===== src/rtl/reg_xchg_scheduler.sv =====
// Round-robin scheduler that serialises WRITE/SWAP/COPY/READ commands onto a shared register bank.
// Optional `XCHG_OP_COUNT_EN` adds a saturating 16-bit count of committed commands.
module reg_xchg_scheduler #(
  parameter int NUM_REQ = 4,
  parameter int WIDTH   = 16,
  parameter int ADDR_W  = 2
) (
  input  logic                      clock,
  input  logic                      reset_n,
  input  logic [NUM_REQ-1:0]        req,
  input  logic [2*NUM_REQ-1:0]      op,
  input  logic [ADDR_W*NUM_REQ-1:0] addr_a,
  input  logic [ADDR_W*NUM_REQ-1:0] addr_b,
  input  logic [WIDTH*NUM_REQ-1:0]  wdata,
  output logic [NUM_REQ-1:0]        gnt,
  output logic                      busy,
  output logic                      done,
  output logic [WIDTH-1:0]          rd_a,
  output logic [WIDTH-1:0]          rd_b
`ifdef XCHG_OP_COUNT_EN
  ,
  output logic [15:0]               op_count
`endif
);
  localparam int IDX_W = $clog2(NUM_REQ);
  localparam int DEPTH = 1 << ADDR_W;
  localparam logic [1:0] OP_WRITE = 2'b00;
  localparam logic [1:0] OP_SWAP  = 2'b01;
  localparam logic [1:0] OP_COPY  = 2'b10;

  typedef enum logic {S_IDLE, S_EXEC} state_t;

  state_t             state_q, state_d;
  logic [IDX_W-1:0]   ptr_q, ptr_d, win_q, win_d;
  logic [NUM_REQ-1:0] gnt_q, gnt_d;
  logic               busy_q, busy_d, done_q, done_d;
  logic [WIDTH-1:0]   rd_a_q, rd_a_d, rd_b_q, rd_b_d;
  logic [WIDTH-1:0]   bank_q [DEPTH];
  logic [WIDTH-1:0]   bank_d [DEPTH];
  logic [1:0]         op_q, op_d;
  logic [ADDR_W-1:0]  a_q, a_d, b_q, b_d;
  logic [WIDTH-1:0]   wdata_q, wdata_d;
  logic               found;
  logic [IDX_W-1:0]   arb_idx;

  // Search starts one past the last winner and wraps, giving strict rotation.
  always_comb begin
    found   = 1'b0;
    arb_idx = '0;
    for (int k = 1; k <= NUM_REQ; k++) begin
      if (!found && req[IDX_W'((int'(ptr_q) + k) % NUM_REQ)]) begin
        found   = 1'b1;
        arb_idx = IDX_W'((int'(ptr_q) + k) % NUM_REQ);
      end
    end
  end

  always_comb begin
    state_d = state_q;
    ptr_d   = ptr_q;
    win_d   = win_q;
    gnt_d   = '0;
    busy_d  = 1'b0;
    done_d  = 1'b0;
    rd_a_d  = rd_a_q;
    rd_b_d  = rd_b_q;
    bank_d  = bank_q;
    op_d    = op_q;
    a_d     = a_q;
    b_d     = b_q;
    wdata_d = wdata_q;
    case (state_q)
      S_IDLE: begin
        if (found) begin
          state_d = S_EXEC;
          win_d   = arb_idx;
          gnt_d   = NUM_REQ'(1) << arb_idx;
          busy_d  = 1'b1;
          op_d    = op[2*arb_idx +: 2];
          a_d     = addr_a[ADDR_W*arb_idx +: ADDR_W];
          b_d     = addr_b[ADDR_W*arb_idx +: ADDR_W];
          wdata_d = wdata[WIDTH*arb_idx +: WIDTH];
        end
      end
      S_EXEC: begin
        state_d = S_IDLE;
        done_d  = 1'b1;
        ptr_d   = win_q;
        rd_a_d  = bank_q[a_q];
        rd_b_d  = bank_q[b_q];
        // All right-hand sides read bank_q, so SWAP with a==b is naturally a no-op.
        case (op_q)
          OP_WRITE: bank_d[a_q] = wdata_q;
          OP_SWAP: begin
            bank_d[a_q] = bank_q[b_q];
            bank_d[b_q] = bank_q[a_q];
          end
          OP_COPY:  bank_d[b_q] = bank_q[a_q];
          default:  ;
        endcase
      end
      default: state_d = S_IDLE;
    endcase
  end

  always_ff @(posedge clock or negedge reset_n) begin
    if (!reset_n) begin
      state_q <= S_IDLE;
      ptr_q   <= IDX_W'(NUM_REQ - 1);
      gnt_q   <= '0;
      busy_q  <= 1'b0;
      done_q  <= 1'b0;
      rd_a_q  <= '0;
      rd_b_q  <= '0;
      for (int i = 0; i < DEPTH; i++) bank_q[i] <= '0;
    end else begin
      state_q <= state_d;
      ptr_q   <= ptr_d;
      gnt_q   <= gnt_d;
      busy_q  <= busy_d;
      done_q  <= done_d;
      rd_a_q  <= rd_a_d;
      rd_b_q  <= rd_b_d;
      bank_q  <= bank_d;
    end
  end

  // Latched command fields are only consumed in EXEC, so they carry no reset.
  always_ff @(posedge clock) begin
    win_q   <= win_d;
    op_q    <= op_d;
    a_q     <= a_d;
    b_q     <= b_d;
    wdata_q <= wdata_d;
  end

  assign gnt  = gnt_q;
  assign busy = busy_q;
  assign done = done_q;
  assign rd_a = rd_a_q;
  assign rd_b = rd_b_q;

`ifdef XCHG_OP_COUNT_EN
  logic [15:0] op_count_q, op_count_d;

  always_comb begin
    op_count_d = op_count_q;
    if (state_q == S_EXEC && op_count_q != 16'hFFFF) op_count_d = op_count_q + 16'd1;
  end

  always_ff @(posedge clock or negedge reset_n) begin
    if (!reset_n) op_count_q <= '0;
    else          op_count_q <= op_count_d;
  end

  assign op_count = op_count_q;
`endif
endmodule


===== config.mk =====
export PLATFORM = sky130hd
export DESIGN_NAME = reg_xchg_scheduler
export DESIGN_NICKNAME = d
export VERILOG_FILES = /design/src/rtl/reg_xchg_scheduler.sv
export SDC_FILE = /design/constraint.sdc
export NUM_CORES = 1
export LEC_CHECK = 0
export CORE_UTILIZATION = 50
export DETAILED_ROUTE_END_ITERATION = 8
export PLACE_DENSITY = 0.83
export SLEW_MARGIN = 40
export SYNTH_ARGS = -nofsm -noshare
export SYNTH_HDL_FRONTEND = slang
export SYNTH_SLANG_ARGS = --single-unit

===== constraint.sdc =====
create_clock -name clock -period 5.54 [get_ports clock]
set_input_delay 0.831 -clock clock [delete_from_list [all_inputs] [get_ports clock]]
set_output_delay 0.831 -clock clock [all_outputs]
set_load 0.02 [all_outputs]

### Word level (Yosys, flattened, before mapping)

Index checks and enable logic that the tools add are counted.
Widths: inputs -> output; s select.

* register bits after elaboration: 129
* bits of input ports: 94

* muxes and demuxes: 41
* order comparisons: 8
* bitwise gates (word level): 3
* equal/unequal tests: 2
* $add $sub $neg: 4
* reductions and logical operators: 12
* shifts and indexed selects: 5

Operator list (count)
* $bwmux 64: 4
* $pmux 64 s3: 1
* $mux 16: 6
* $bmux 16 s2: 2
* $demux 16 s2: 2
* $shiftx 64x7->16: 1
* $shiftx 8x4->2: 3
* $lt 2x4->1 const B: 4
* $mux 1: 15
* $bmux 1 s2: 4
* $mux 2: 4
* $mux 4: 2
* $ge 3x3->1 const B: 2
* $lt 3x1->1 const B: 2
* $not 2->3: 2
* $logic_and 1x1->1: 5
* $add 2x1->2 const B: 2
* $add 2x2->2 const B: 2
* $reduce_and 2->1: 2
* $shl 1x2->4 const A: 1
* $logic_not 1->1: 3
* $reduce_bool 3->1: 1
* $eq 2x1->1 const B: 1
* $eq 2x2->1 const B: 1
* 3 further kinds: 3

### Longest topological paths before layout

* depth in word-level cells: 17
* gate-level depth with buffers: 9
* mapped depth without buffers: 7

### Worst setup path after synthesis

OpenSTA, ideal clock, no wires.

* kind: input -> register
* start: input req[0]
* end: register a_q[0], enable pin
* data required time: 5.121 ns
* stages: 2
* buffers on the path: 0
* arrival time: 2.207 ns
* setup slack: 2.914 ns
* cells stage by stage: nor2_1 > a21oi_1

* longest elaborated chain between the ends: 14
* elaborated cells on any way between the ends: 23

RTL lines
* start: declaration: RTL line 10 `input logic [NUM_REQ-1:0] req,`
* $bmux 1 s2: RTL line 51 `if (!found && req[IDX_W'((int'(ptr_q) + k) % NUM_REQ)]) begin`
* $mux 1 (implied by the code) (2 in a row): RTL line 51
* $mux 1: RTL line 51
* $logic_not 1->1: RTL line 51
* $logic_and 1x1->1: RTL line 51
* $mux 1: RTL line 51
* $logic_not 1->1: RTL line 51
* $logic_and 1x1->1: RTL line 51
* $mux 1: RTL line 51
* $logic_not 1->1: RTL line 51
* $logic_and 1x1->1: RTL line 51
* $mux 1 *: RTL line 51
* $reduce_and 2->1 (no source line) *
* end signal: assignment: RTL line 132 `a_q <= a_d;`
* end: declaration: RTL line 41 `logic [ADDR_W-1:0] a_q, a_d, b_q, b_d;`

Mark *: on every way between the ends. The rest lies on a longest branch, timed or not. The select of a mux whose other input is x is not followed.
A chain may end at the register's enable or synchronous reset.

==> impl_metrics.json <==
{
  "antenna_found_initial": 0,
  "diodes": 0,
  "cts.clk_slew.worst_paths_ns": 0.06,
  "yosys_warnings": 0,
  "gp_congestion": 0.9238,
  "worstPathRequired_ns": 5.90,
  "worstPathArrival_ns": 3.21,
  "ir_worst_vdd_mv": 0.3054,
  "ys_ff_latch": 128,
  "status": "complete, no violations",
  "tritoncts": "built",
  "grt_usage_pct": 30.71,
  "cts_root_buf": "clkbuf_16",
  "via_per_inst": 6.891,
  "p_leak_nw": 4.369,
  "cts_buffer_depth": 2,
  "hold_path.class": "input port to asynchronous set/reset pin",
  "cts_resized": 0,
  "hold_violations": 0,
  "final_core_util_pct": 63.50,
  "drt-total-wl_um": 26440,
  "die_y_um": 132.4,
  "fin_crit_sh_pct": 51.47,
  "cts.sinks": 128,
  "total_power_w": 0.006364,
  "rr_worst_depth": 6,
  "end_kind": "register",
  "hold_buffers": 0,
  "hold_ws_ns": 0.3211,
  "hpwl_um": 17340,
  "relSlewSlack_pct": 39.55,
  "maxCapViolations": 0,
  "netlist_area_mm2": 0.008506,
  "htree_levels": 4,
  "synth_cells": 880,
  "drc": 0,
  "io_buffer_count": 131,
  "dp_cells": 1174,
  "setup_viol": 0,
  "max_freq_mhz": 350.7,
  "cts_post_setup_buffers_inserted": 0,
  "core_mm2": 0.01658,
  "yosysSeqAreaShare_pct": 39.10,
  "area_growth_pct": 23.80,
  "rsz0062_at_grt": "no",
  "crit_path_start_kind": "register",
  "dr.pass1.iters": 6,
  "start_util_pct": 51.29,
  "io_pins": 132,
  "drt-initial-drc-count": 1480,
  "grt_pass1_wl_um": 42220,
  "synth_edf_count": 24,
  "grt_max_degree": 49,
  "post_drt_wl_per_cell_um": 21.93,
  "fin_cells": 1206,
  "tightest_slew_ns": 0.9067,
  "fin_crit_ns": 2.851,
  "cp_max_fo": 44,
  "first_global_vias": 8021,
  "syn_area_per_cell_um2": 9.666,
  "drive_above_1_share_pct": 10.45,
  "ys_types": 51,
  "totalNegativeSetupSlack_ns": 0,
  "design.die.area_mm2": 0.01754,
  "layout.nets": 1070,
  "power_density_mw_per_mm2": 604.4,
  "rows": 47,
  "maxSlewViolCount": 0,
  "synth_fp_nets": 977,
  "vias": 8310,
  "antenna_violating_nets_post_route": 0,
  "postSynth.asyncResetShare_pct": 81.25,
  "cts_buffers": 17,
  "gr-total-overflow": 0,
  "synth_flop_cell": "dfrtp_1",
  "crit_type": "register to register",
  "die_w_um": 132.4,
  "skew_ns": 0.01340,
  "clock_latency_ns": 0.44
}
## critical path, cell delays in order, from the launching register on
cell      delay (ns)
edfxtp_1        0.32
buf_4           0.57
or2_1           0.52
a21o_1          0.76
a21oi_1         0.16
a22o_1          0.27
a31oi_1         0.16
## worst paths after layout
check                                        endpoint  slack [ns]  startpoint
max in group asynchronous                    ptr_q[0]        4.36     reset_n
min in group clock                           ptr_q[0]        0.46    win_q[0]
min reg2reg                                  ptr_q[0]        0.46    win_q[0]
max reg2reg                                  register        2.69      a_q[1]
max                                          register        2.69      a_q[1]
min                        asynchronous set/reset pin        0.32     reset_n
## synthesized netlist by cell type, types with 11 or more instances
library cell,n,area (µm²)
clkbuf_1,34,127.6
a221oi_1,31,271.5
dfrtp_1,102,2552
mux2i_1,137,1371
nor2b_1,13,81.33
a21oi_1,49,245.2
edfxtp_1,24,720.7
o22ai_1,27,168.9
a31oi_1,13,81.33
nand2b_1,12,75.07
nand2_1,85,319.1
inv_1,12,45.04
o21ai_0,71,355.3
mux2_2,36,405.4
a22o_1,11,96.34
o221ai_1,37,324.1
nand3_1,15,75.07
nor2_1,36,135.1
buf_2,26,130.1
## kinds of logic after synthesis
| group | count (synthesis) | synth area share, % |
|---|---|---|
| flops | 128 | 39.10 |
| mux | 173 | 20.89 |
| compound gates | 304 | 24.52 |
| fa+ha+maj | 3 | 0.4414 |
| buf+inv | 91 | 5.193 |
| simple gates | 181 | 9.856 |
## metrics by stage
stage | instance area (µm²) | setup slack (ns)
6_report | 10530 | 2.689
5_1_grt | 10530 | 2.588
4_1_cts | 10520 | 2.658
3_5_place_dp | 9935 | 2.337
3_3_place_gp | 9833 | 2.015
2_1_floorplan | 8506 | 2.914
## area by class of cell
type                    count  area, µm²
clock buffers              20      446.7
well taps                 220      275.3
clock inverters            12      141.4
repair buffers            153       1520
multi-input cells         661       4772
fillers                  1380       6053
inverters                  12      45.04
flip-flops and latches    128       3329
## power breakdown
group	leakage, nW	switching (W)	internal (W)
Combinational	2.60	0.00199	0.00140
Sequential	1.49	0.000416	0.00142
Clock	0.278	0.000426	0.000711
## metal layers
layer	track usage [%]	vias up	share of wire, %
met3	9.885	148	14
met1	40.28	3824	38
met4	15.26	0	4.2
met2	45.64	751	44
li1	-	3587	-
met5	0	-	0
## placed cells by master, fill, tap and decap left out, types with 4 or more instances in the layout
cell / count
buf_8: 4
and3_1: 4
o22a_1: 9
mux2_2: 36
nand3_1: 15
o32ai_1: 6
mux2i_1: 137
a21oi_1: 48
clkinv_1: 5
a221oi_1: 31
a222oi_1: 6
dfrtp_1: 101
nand2b_1: 12
a22o_1: 11
a31o_2: 5
a31oi_1: 13
inv_1: 12
edfxtp_1: 24
buf_4: 17
a211oi_1: 9
clkdlybuf4s50_1: 130
nor2_1: 33
nand2_1: 83
o221ai_1: 37
o22ai_1: 27
a22oi_1: 6
o21ai_0: 70
o311ai_0: 4
a21o_1: 8
clkbuf_16: 17
nor2b_1: 13
(Power assumes the default switching activity.)
